## src/rtl/sel_mux_pipe_if.sv

```systemverilog
// rtl/sel_mux_pipe_if.sv - handshake and data bundle for the registered select stage
interface sel_mux_pipe_if #(
    parameter int WIDTH = 32,
    parameter int NCH   = 4
);
    logic                 in_valid;
    logic                 in_ready;
    logic [NCH-1:0]       sel;
    logic [NCH*WIDTH-1:0] in_data;
    logic                 flush;
    logic                 out_valid;
    logic                 out_ready;
    logic [WIDTH-1:0]     out_data;
    logic                 out_err;
    logic [15:0]          err_cnt;

    modport master (
        output in_valid, sel, in_data, flush, out_ready,
        input  in_ready, out_valid, out_data, out_err, err_cnt
    );

    modport slave (
        input  in_valid, sel, in_data, flush, out_ready,
        output in_ready, out_valid, out_data, out_err, err_cnt
    );
endinterface

```

## src/rtl/sel_mux_pipe.sv

```systemverilog
// rtl/sel_mux_pipe.sv - N-channel registered operand select with skid buffer and error count
module sel_mux_pipe #(
    parameter int               WIDTH   = 32,
    parameter int               NCH     = 4,
    parameter int               SELW    = 2,
    parameter int               MODE    = 0,
    parameter logic [WIDTH-1:0] OOR_VAL = '0
) (
    input  logic         clk,
    input  logic         rst_n,
    sel_mux_pipe_if.slave bus
);
    // State encoding is {skidValid, mainValid} so in_ready is a plain register bit.
    typedef enum logic [1:0] {
        EMPTY = 2'b00,
        ONE   = 2'b01,
        FULL  = 2'b11
    } stateT;

    stateT            state;
    stateT            stateNext;
    logic [WIDTH-1:0] mainData;
    logic             mainErr;
    logic [WIDTH-1:0] skidData;
    logic             skidErr;
    logic [15:0]      errCnt;

    logic [WIDTH-1:0] pickData;
    logic             pickErr;
    int               pickOnes;
    logic             beatIn;
    logic             beatOut;
    logic             loadMainIn;
    logic             loadMainSkid;
    logic             loadSkid;

    assign bus.in_ready  = ~state[1];
    assign bus.out_valid = state[0];
    assign bus.out_data  = mainData;
    assign bus.out_err   = mainErr;
    assign bus.err_cnt   = errCnt;

    assign beatIn  = bus.in_valid & ~state[1];
    assign beatOut = state[0] & bus.out_ready;

    // Channel pick: a beat is legal only when exactly one channel matches.
    // An out-of-range binary index matches nothing, so both modes share the test.
    always_comb begin
        pickData = '0;
        pickOnes = 0;
        for (int k = 0; k < NCH; k++) begin
            if ((MODE == 0) ? (int'(bus.sel[SELW-1:0]) == k) : bus.sel[k]) begin
                pickData = pickData | bus.in_data[k*WIDTH +: WIDTH];
                pickOnes = pickOnes + 1;
            end
        end
        pickErr = (pickOnes != 1);
        if (pickErr) begin
            pickData = OOR_VAL;
        end
    end

    // Occupancy state register.
    always_ff @(posedge clk or negedge rst_n) begin
        if (!rst_n) begin
            state <= EMPTY;
        end else begin
            state <= stateNext;
        end
    end

    // Next occupancy and register load strobes; flush overrides everything.
    always_comb begin
        stateNext    = state;
        loadMainIn   = 1'b0;
        loadMainSkid = 1'b0;
        loadSkid     = 1'b0;
        case (state)
            EMPTY: begin
                if (beatIn) begin
                    stateNext  = ONE;
                    loadMainIn = 1'b1;
                end
            end
            ONE: begin
                if (beatIn && beatOut) begin
                    loadMainIn = 1'b1;
                end else if (beatIn) begin
                    stateNext = FULL;
                    loadSkid  = 1'b1;
                end else if (beatOut) begin
                    stateNext = EMPTY;
                end
            end
            FULL: begin
                if (beatOut) begin
                    stateNext    = ONE;
                    loadMainSkid = 1'b1;
                end
            end
            default: stateNext = EMPTY;
        endcase
        if (bus.flush) begin
            stateNext    = EMPTY;
            loadMainIn   = 1'b0;
            loadMainSkid = 1'b0;
            loadSkid     = 1'b0;
        end
    end

    // Main and skid data registers; main holds its value while nothing is loaded.
    always_ff @(posedge clk or negedge rst_n) begin
        if (!rst_n) begin
            mainData <= '0;
            mainErr  <= 1'b0;
            skidData <= '0;
            skidErr  <= 1'b0;
        end else begin
            if (loadMainIn) begin
                mainData <= pickData;
                mainErr  <= pickErr;
            end else if (loadMainSkid) begin
                mainData <= skidData;
                mainErr  <= skidErr;
            end
            if (loadSkid) begin
                skidData <= pickData;
                skidErr  <= pickErr;
            end
        end
    end

    // Saturating count of illegal beats that were actually accepted.
    always_ff @(posedge clk or negedge rst_n) begin
        if (!rst_n) begin
            errCnt <= '0;
        end else if (beatIn && pickErr && !bus.flush && (errCnt != 16'hFFFF)) begin
            errCnt <= errCnt + 16'd1;
        end
    end
endmodule

```

## src/flat_wrapper.sv

```systemverilog
// flat-port wrapper written by rule: the top's interface ports become plain ports
module sel_mux_pipe_flat 
#(
    parameter int               WIDTH   = 32,
    parameter int               NCH     = 4,
    parameter int               SELW    = 2,
    parameter int               MODE    = 0,
    parameter logic [WIDTH-1:0] OOR_VAL = '0
)
  (clk, rst_n, bus_in_valid, bus_sel, bus_in_data, bus_flush, bus_out_ready, bus_in_ready, bus_out_valid, bus_out_data, bus_out_err, bus_err_cnt);
  sel_mux_pipe_if #(.WIDTH(WIDTH), .NCH(NCH)) bus_i ();
  input  logic clk;
  input  logic rst_n;
  input wire logic [$bits(bus_i.in_valid)-1:0] bus_in_valid;
  input wire logic [$bits(bus_i.sel)-1:0] bus_sel;
  input wire logic [$bits(bus_i.in_data)-1:0] bus_in_data;
  input wire logic [$bits(bus_i.flush)-1:0] bus_flush;
  input wire logic [$bits(bus_i.out_ready)-1:0] bus_out_ready;
  output wire logic [$bits(bus_i.in_ready)-1:0] bus_in_ready;
  output wire logic [$bits(bus_i.out_valid)-1:0] bus_out_valid;
  output wire logic [$bits(bus_i.out_data)-1:0] bus_out_data;
  output wire logic [$bits(bus_i.out_err)-1:0] bus_out_err;
  output wire logic [$bits(bus_i.err_cnt)-1:0] bus_err_cnt;
  assign bus_i.in_valid = bus_in_valid;
  assign bus_i.sel = bus_sel;
  assign bus_i.in_data = bus_in_data;
  assign bus_i.flush = bus_flush;
  assign bus_i.out_ready = bus_out_ready;
  assign bus_in_ready = bus_i.in_ready;
  assign bus_out_valid = bus_i.out_valid;
  assign bus_out_data = bus_i.out_data;
  assign bus_out_err = bus_i.out_err;
  assign bus_err_cnt = bus_i.err_cnt;
  sel_mux_pipe #(.WIDTH(WIDTH), .NCH(NCH), .SELW(SELW), .MODE(MODE), .OOR_VAL(OOR_VAL)) u_core (.clk(clk), .rst_n(rst_n), .bus(bus_i));
endmodule
```

## config.mk

```make
export PLATFORM = sky130hd
export DESIGN_NAME = sel_mux_pipe_flat
export DESIGN_NICKNAME = d
export VERILOG_FILES = /design/src/rtl/sel_mux_pipe_if.sv /design/src/rtl/sel_mux_pipe.sv /design/src/flat_wrapper.sv
export SDC_FILE = /design/constraint.sdc
export NUM_CORES = 1
export LEC_CHECK = 0
export CELL_PAD_IN_SITES_DETAIL_PLACEMENT = 0
export CELL_PAD_IN_SITES_GLOBAL_PLACEMENT = 2
export CORE_AREA = 2 2 131 133
export CTS_CLUSTER_DIAMETER = 40
export CTS_CLUSTER_SIZE = 10
export DETAILED_ROUTE_END_ITERATION = 6
export DIE_AREA = 0 0 133 135
export GPL_TIMING_DRIVEN = 0
export PLACE_DENSITY_LB_ADDON = 0.1
export SYNTH_ARGS = -nofsm -noshare
export SYNTH_HDL_FRONTEND = slang
export SYNTH_SLANG_ARGS = --single-unit
```

## constraint.sdc

```tcl
create_clock -name clk -period 5.6 [get_ports clk]
set_clock_uncertainty 0.2 [all_clocks]
set_input_delay 1.4 -clock clk [delete_from_list [all_inputs] [get_ports clk]]
set_output_delay 1.4 -clock clk [all_outputs]
set_load 0.01 [all_outputs]
```

; ---- Word-level counts from Yosys, hierarchy flattened
; Cells that the tools add are included.
[word_totals]
reg_bits = 84
output_inout_bits = 51
[classes]
n_addsub = 4
eq_ne = 11
n_mux = 30
bitwise = 6
reduce_logical = 9
[op_table]
columns = cell, n
row1 = $mux 32, 10
row2 = $or 32x32->32, 3
row3 = $add 32x2->32 const B, 2
row4 = $ne 32x2->1 const B, 1
row5 = $add 16x1->16 const B, 1
row6 = $ne 16x16->1 const B, 1
row7 = $mux 1, 12
row8 = $mux 2, 6
row9 = $eq 2x2->1 const B, 3
row10 = $ne 3x2->1 const B, 2
row11 = $pmux 2 s3, 1
row12 = $eq 2x1->1 const B, 2
row13 = $logic_and 1x1->1, 4
row14 = $logic_not 2->1, 2
row15 = $ne 4x2->1 const B, 1
row16 = $reduce_and 4->1, 1
row17 = $ne 3x3->1 const B, 1
row18 = $add 1x1->2 const B, 1
row19 = $and 1x1->1, 2
row20 = $pmux 1 s2, 1
row21 = $reduce_bool 2->1, 1
row22 = $logic_not 1->1, 1
row23 = $not 1->1, 1

; ---- Depth between registers and ports, before layout
[logic_depth]
ltp_word = 12
ltp_mapped = 12
depth_no_buf = 8

; ---- Least setup slack after synthesis
; OpenSTA, ideal clock, no wires.
[synth_path]
path_kind = input to register
start = in bus_sel[0]
end = reg u_core.errCnt[6], in the netlist u_core.bus.err_cnt[6]
t_arrival_ns = 3.400
path_slack_ns = 1.872
stages = 10
cell_sequence = buf_2 -> buf_2 -> nor2b_1 -> inv_1 -> ha_1 -> nand2b_1 -> a21oi_1 -> o21ai_2 -> or3_1 -> mux2_1
[synth_via]
elab_chain_cells = 12
[synth_rtl]
columns = item, line_no
row1 = from (decl), flat_wrapper.sv:15  ; input wire logic [$bits(bus_i.sel)-1:0] bus_sel;
row2 = $logic_not 2->1, sel_mux_pipe.sv:52  ; if ((MODE == 0) ? (int'(bus.sel[SELW-1:0]) == k) : bus.sel[k]) begin
row3 = $mux 1, sel_mux_pipe.sv:52
row4 = $add 1x1->2, sel_mux_pipe.sv:54  ; pickOnes = pickOnes + 1;
row5 = $mux 32, sel_mux_pipe.sv:52
row6 = $add 32x2->32, sel_mux_pipe.sv:54
row7 = $mux 32, sel_mux_pipe.sv:52
row8 = $add 32x2->32, sel_mux_pipe.sv:54
row9 = $mux 32 *, sel_mux_pipe.sv:52
row10 = $ne 32x2->1 *, sel_mux_pipe.sv:57  ; pickErr = (pickOnes != 1);
row11 = $logic_and 1x1->1 * (3 in series), sel_mux_pipe.sv:137  ; end else if (beatIn && pickErr && !bus.flush && (errCnt != 16'hFFFF)) begin
row12 = to (signal assigned), sel_mux_pipe.sv:138  ; errCnt <= errCnt + 16'd1;
row13 = to (decl), sel_mux_pipe.sv:26  ; logic [15:0] errCnt;
; Every way passes the cells marked *; elsewhere a longest branch is shown, timed or not.
; A chain may end at the register's enable or synchronous reset.

; ---- Worst setup path after layout
[layout_path]
start = in bus_sel[0]
end = reg u_core.skidData[10]
[layout_via]
elab_chain_cells = 10
[layout_rtl]
columns = item, line_no
row1 = $logic_not 2->1, sel_mux_pipe.sv:52
row2 = $mux 1, sel_mux_pipe.sv:52
row3 = $add 1x1->2, sel_mux_pipe.sv:54
row4 = $mux 32, sel_mux_pipe.sv:52
row5 = $add 32x2->32, sel_mux_pipe.sv:54
row6 = $mux 32, sel_mux_pipe.sv:52
row7 = $add 32x2->32, sel_mux_pipe.sv:54
row8 = $mux 32, sel_mux_pipe.sv:52
row9 = $ne 32x2->1, sel_mux_pipe.sv:57
row10 = $mux 32 *, sel_mux_pipe.sv:58  ; if (pickErr) begin
row11 = to (signal assigned), sel_mux_pipe.sv:127  ; skidData <= pickData;
row12 = to (decl), sel_mux_pipe.sv:24  ; logic [WIDTH-1:0] skidData;
; Marks and branches as above.

==> results.txt <==
The run finished with clean final reports. The via count of the first global-routing pass is 4,234. In this run the power density over the cells is 342.8 nW/µm². Counting the fill cells in the layout gives between 1,500 and 2,000. After floorplanning, the core was sized to cover around 16,000 µm².

For this run, the detailed router's first-pass iteration total came to 4. Dividing the final minimum period by the clock period gives 0.6759. The total nets after synthesis is 544. The number of buffers added to fix hold violations after cts is 0. Setup repair after global routing left no endpoint under its margin. The boundary pin count is around 190. The width of the chip is ~130 µm. The wire length on met3 is 783 µm.

The worst path arrival time is between 3000 and 4000 ps. The post-route DRC violation count is 0. The part of the total power dissipated in combinational logic is 0.390.

Counting I/O delays and the setup requirement, the final critical path takes 3785 ps. Dividing the detail-routed via count by the number of cells gives around 4.8. The number of antenna violations at the first check in global routing came out at 0.

The total number of vias is about 4,000. After the last flow step, the layout net total stands at 739. The global-route wire length before repair is 22,520 µm.

Leaving out fill and tap cells, the most frequent cell in the layout is clkdlybuf4s50_1. The setup path with the least slack is of type in -> reg. In this run, CTS created clock tree buffers numbering 9.

The largest net degree at the start of global routing came out at 65. The standby leakage power is 3.444 nW. The largest single stage delay on the critical path is between 300 and 400 ps. The height of the die is 135 µm.

The quantity of I/O buffers inserted on ports came out at 183. The global-route usage over all layers came out at 0.1609. Cell internal power was estimated by the tool at between 1.5 and 2 mW. The floorplan step defined a die boundary enclosing 17,960 µm².

CTS built an H-tree with a depth of 3. The launching point of the worst reg2reg path is u_core.state[1]$_DFFE_PN0P_. The endpoint identified for the worst register-to-register timing path is u_core.bus.out_data[15]$_DFFE_PN0P_.

The count of final max-slew check failures is 0. The async set-reset flop share out of synthesis came out at 1.000. The number of standard-cell rows in the floorplan came out at 47.

The pin slew with the least headroom to its limit came out at 709.1 ps. The critical path ends at u_core.skidData[10]$_DFFE_PN0P_. The remaining antenna violation count after routing came out at 0. The clock-pin slew of the registers on the worst-case setup and hold paths is 60 ps. The tightest hold path in the finished design has a slack of 291.5 ps. The clock passes through at most 2 buffers. In the final routing, the length of wire on met1 measures 5846 µm. The total overflow reported by the global router is 0. The wire-length estimate of the detail-placed layout is 10,420 µm. The number of antenna diodes in the final layout is 0.

Summing all non-filler instances in the final layout gives an area of 7278 µm². The most numerous cell type found on the critical path is buf_2. The relative contribution of the clock network to total power came out at 0.218.

The number of buffer and inverter stages on the critical path came out at 5. The congestion estimate from routability-driven global placement came to 0.7486. The area added between synthesis and finish is 49.08%. The post-CTS repair timing setup buffer count came out at 0. The headroom to the max-slew limit came out at 0.5272. The synthesized area per cell came out at between 10 and 15 µm². The wire length reported by the detailed router came out at 13,830 µm.

The min-delay analysis places its worst path in the category reg -> reg. The maximum fanout along the worst path is 10. The final core utilization is 0.4436.

The met2 wire length came out at 6999 µm. The critical path launch point is bus_sel[0]. For the worst flop-to-flop path, the logic depth is 7. The number of gates resized after CTS was 0. The initial utilization of the core area, before any placement, comes to 0.2976. The final hold violation count is 0. The minimum setup slack among reg-to-reg paths came out at 2990 ps. The routed length per instance came out at ~17 µm.

Timing analysis after detailed placement gives a worst setup slack of between 1000 and 1500 ps. The final-report setup violation count is 0. The violation count after the first detailed-routing iteration is 193. The endpoint required time on the critical path came out at 5630 ps.

The worst voltage drop across the vdd grid came out at 0.1460 mV. The fraction of layout instances using a drive strength above 1 is 0.1767. The critical path capture point type is a register. The count of synthesis-stage warnings from yosys is 0. The register share of total power came out at 0.392.

The critical path goes through buf_2 > buf_2 > nor2b_1 > inv_1 > ha_1 > nand2b_1 > a21oi_1 > or2_1 > buf_2 > buf_2 > nor2b_1 > mux2_2. The net switching share of the total power came out at 0.3018. The placed instances occupy a cell area of approximately 7000 µm².

Signal routing reaches up to met4. TritonCTS built the clock tree. The reported max-cap violation count is 0. The total area of multi-input combinational cells came out at around 2600 µm². The worst setup margin is between 1500 and 2000 ps.

The most used flip-flop cell after synthesis is dfrtp_1. The portion of the post-synthesis area used by sequential elements came out at 0.4305. The top cell types in the final layout, fill and taps aside, are 182 x clkdlybuf4s50_1, 84 x dfrtp_1, 36 x nor2_1.

The number of stages on the worst setup path is 12. The count of different cell masters after synthesis is 39. Clock tree synthesis selected as its root buffer the cell clkbuf_16. The clock net sink count is 84. For this design the total switching power over the nets is about 0.75 mW. The maximum clock rate is 264.2 MHz.

The cell family contributing the most delay on the critical path is buffers and inverters. The clock reaches the later pin of the worst-skew pair after 340 ps. Summed over all failing endpoints, the final setup total negative slack is 0 ps.

The startpoint class of the critical path is an input pin. The cell count after synthesis is 400. The register cell area after layout came out at 2102 µm². Summing every instance area after synthesis gives 4882 µm². In this run, synthesis produced a sequential element count of 84. The largest individual stage delay along the critical path comes from the cell buf_2. The number of flops mapped to enable cells by yosys is 0.
-- how the worst min path moves through the flow --
| stage | start | endpoint | slack [ps] | cells after the start |
|---|---|---|---|---|
| 3_3_place_gp | u_core.bus.err_cnt[13]$_DFFE_PN0P_ | u_core.bus.err_cnt[13]$_DFFE_PN0P_ | 280 | 1 |
| 2_1_floorplan | u_core.skidData[0]$_DFFE_PN0P_ | u_core.skidData[0]$_DFFE_PN0P_ | 280 | 1 |
| 4_1_cts | u_core.bus.err_cnt[13]$_DFFE_PN0P_ | u_core.bus.err_cnt[13]$_DFFE_PN0P_ | 290 | 1 |
| 3_5_place_dp | u_core.bus.err_cnt[13]$_DFFE_PN0P_ | u_core.bus.err_cnt[13]$_DFFE_PN0P_ | 290 | 1 |
| 5_1_grt | u_core.skidData[23]$_DFFE_PN0P_ | u_core.skidData[23]$_DFFE_PN0P_ | 320 | 1 |
| 6_report | u_core.bus.err_cnt[13]$_DFFE_PN0P_ | u_core.bus.err_cnt[13]$_DFFE_PN0P_ | 290 | 1 |
-- stage by stage --
| stage | power, mW | cells |
|---|---|---|
| after global placement | 1.946 | 803 |
| after floorplan | 1.482 | 400 |
| final | 2.495 | 820 |
| after detailed placement | 1.980 | 804 |
| after CTS | 2.537 | 820 |
| after global routing | 2.662 | 820 |
-- kinds of logic after synthesis --
kind of cell | after synthesis | share of synthesized area
simple gates | 114 | 0.1292
compound gates | 46 | 0.06689
fa+ha+maj | 7 | 0.01794
xor+xnor | 13 | 0.02332
flops | 84 | 0.4305
mux | 101 | 0.2988
buf+inv | 35 | 0.03332
-- Yosys cell counts (2+ instances only) --
master / count / area [µm²]
o21ai_0: 3 / 15.01
a21o_1: 32 / 240.2
nor2b_1: 34 / 212.7
xor2_1: 11 / 96.34
mux2_2: 33 / 371.6
nor4_1: 6 / 37.54
a31oi_1: 2 / 12.51
xnor2_1: 2 / 17.52
nand2b_1: 2 / 12.51
nor2_1: 36 / 135.1
a21oi_1: 4 / 20.02
nand2_1: 11 / 41.29
nor3b_1: 3 / 22.52
dfrtp_1: 84 / 2102
mux2i_1: 34 / 340.3
ha_1: 7 / 87.58
buf_4: 3 / 22.52
mux4_2: 32 / 720.7
clkbuf_1: 9 / 33.78
or3_1: 3 / 18.77
nand3_1: 5 / 25.02
buf_2: 16 / 80.08
inv_1: 7 / 26.28
nor3_1: 6 / 30.03
-- metal layers --
metal,GRT usage,up-vias
met3,0.03679,16
met4,0.05556,0
met5,0,-
li1,-,1836
met1,0.2004,1933
met2,0.2761,113
-- sequential cells by signal (all words and copies together) (netlist names) --
signal	count
u_core.bus.err_cnt	16
u_core.bus.out_data	32
u_core.bus.out_err	1
u_core.skidData	32
u_core.skidErr	1
u_core.state	2
-- power groups by stage --
stage / combinational (mW) / sequential (mW) / clock, mW
global route: 1.07 / 1.01 / 0.585
floorplan: 0.463 / 1.02 / 0
detailed placement: 0.990 / 0.990 / 0
finish: 0.973 / 0.978 / 0.544
global placement: 0.968 / 0.978 / 0
CTS: 0.995 / 0.980 / 0.562
-- worst register-to-register path: stages, from the launching register on --
cell      delay [ps]
dfrtp_1          420
inv_1            160
ha_1             270
a31oi_1          110
nor3_1           270
clkbuf_1         430
clkbuf_1         500
a21o_1           190
-- final cells by class --
cell class / count / area share
Inverter: 7 / 0.003610
Sequential cell: 84 / 0.2888
Timing Repair Buffer: 184 / 0.2551
Clock inverter: 2 / 0.001375
Buffer: 28 / 0.01874
Clock buffer: 14 / 0.03490
Tap cell: 220 / 0.03782
Multi-Input combinational cell: 281 / 0.3596
No activity file was read; power rests on OpenSTA's default activity.
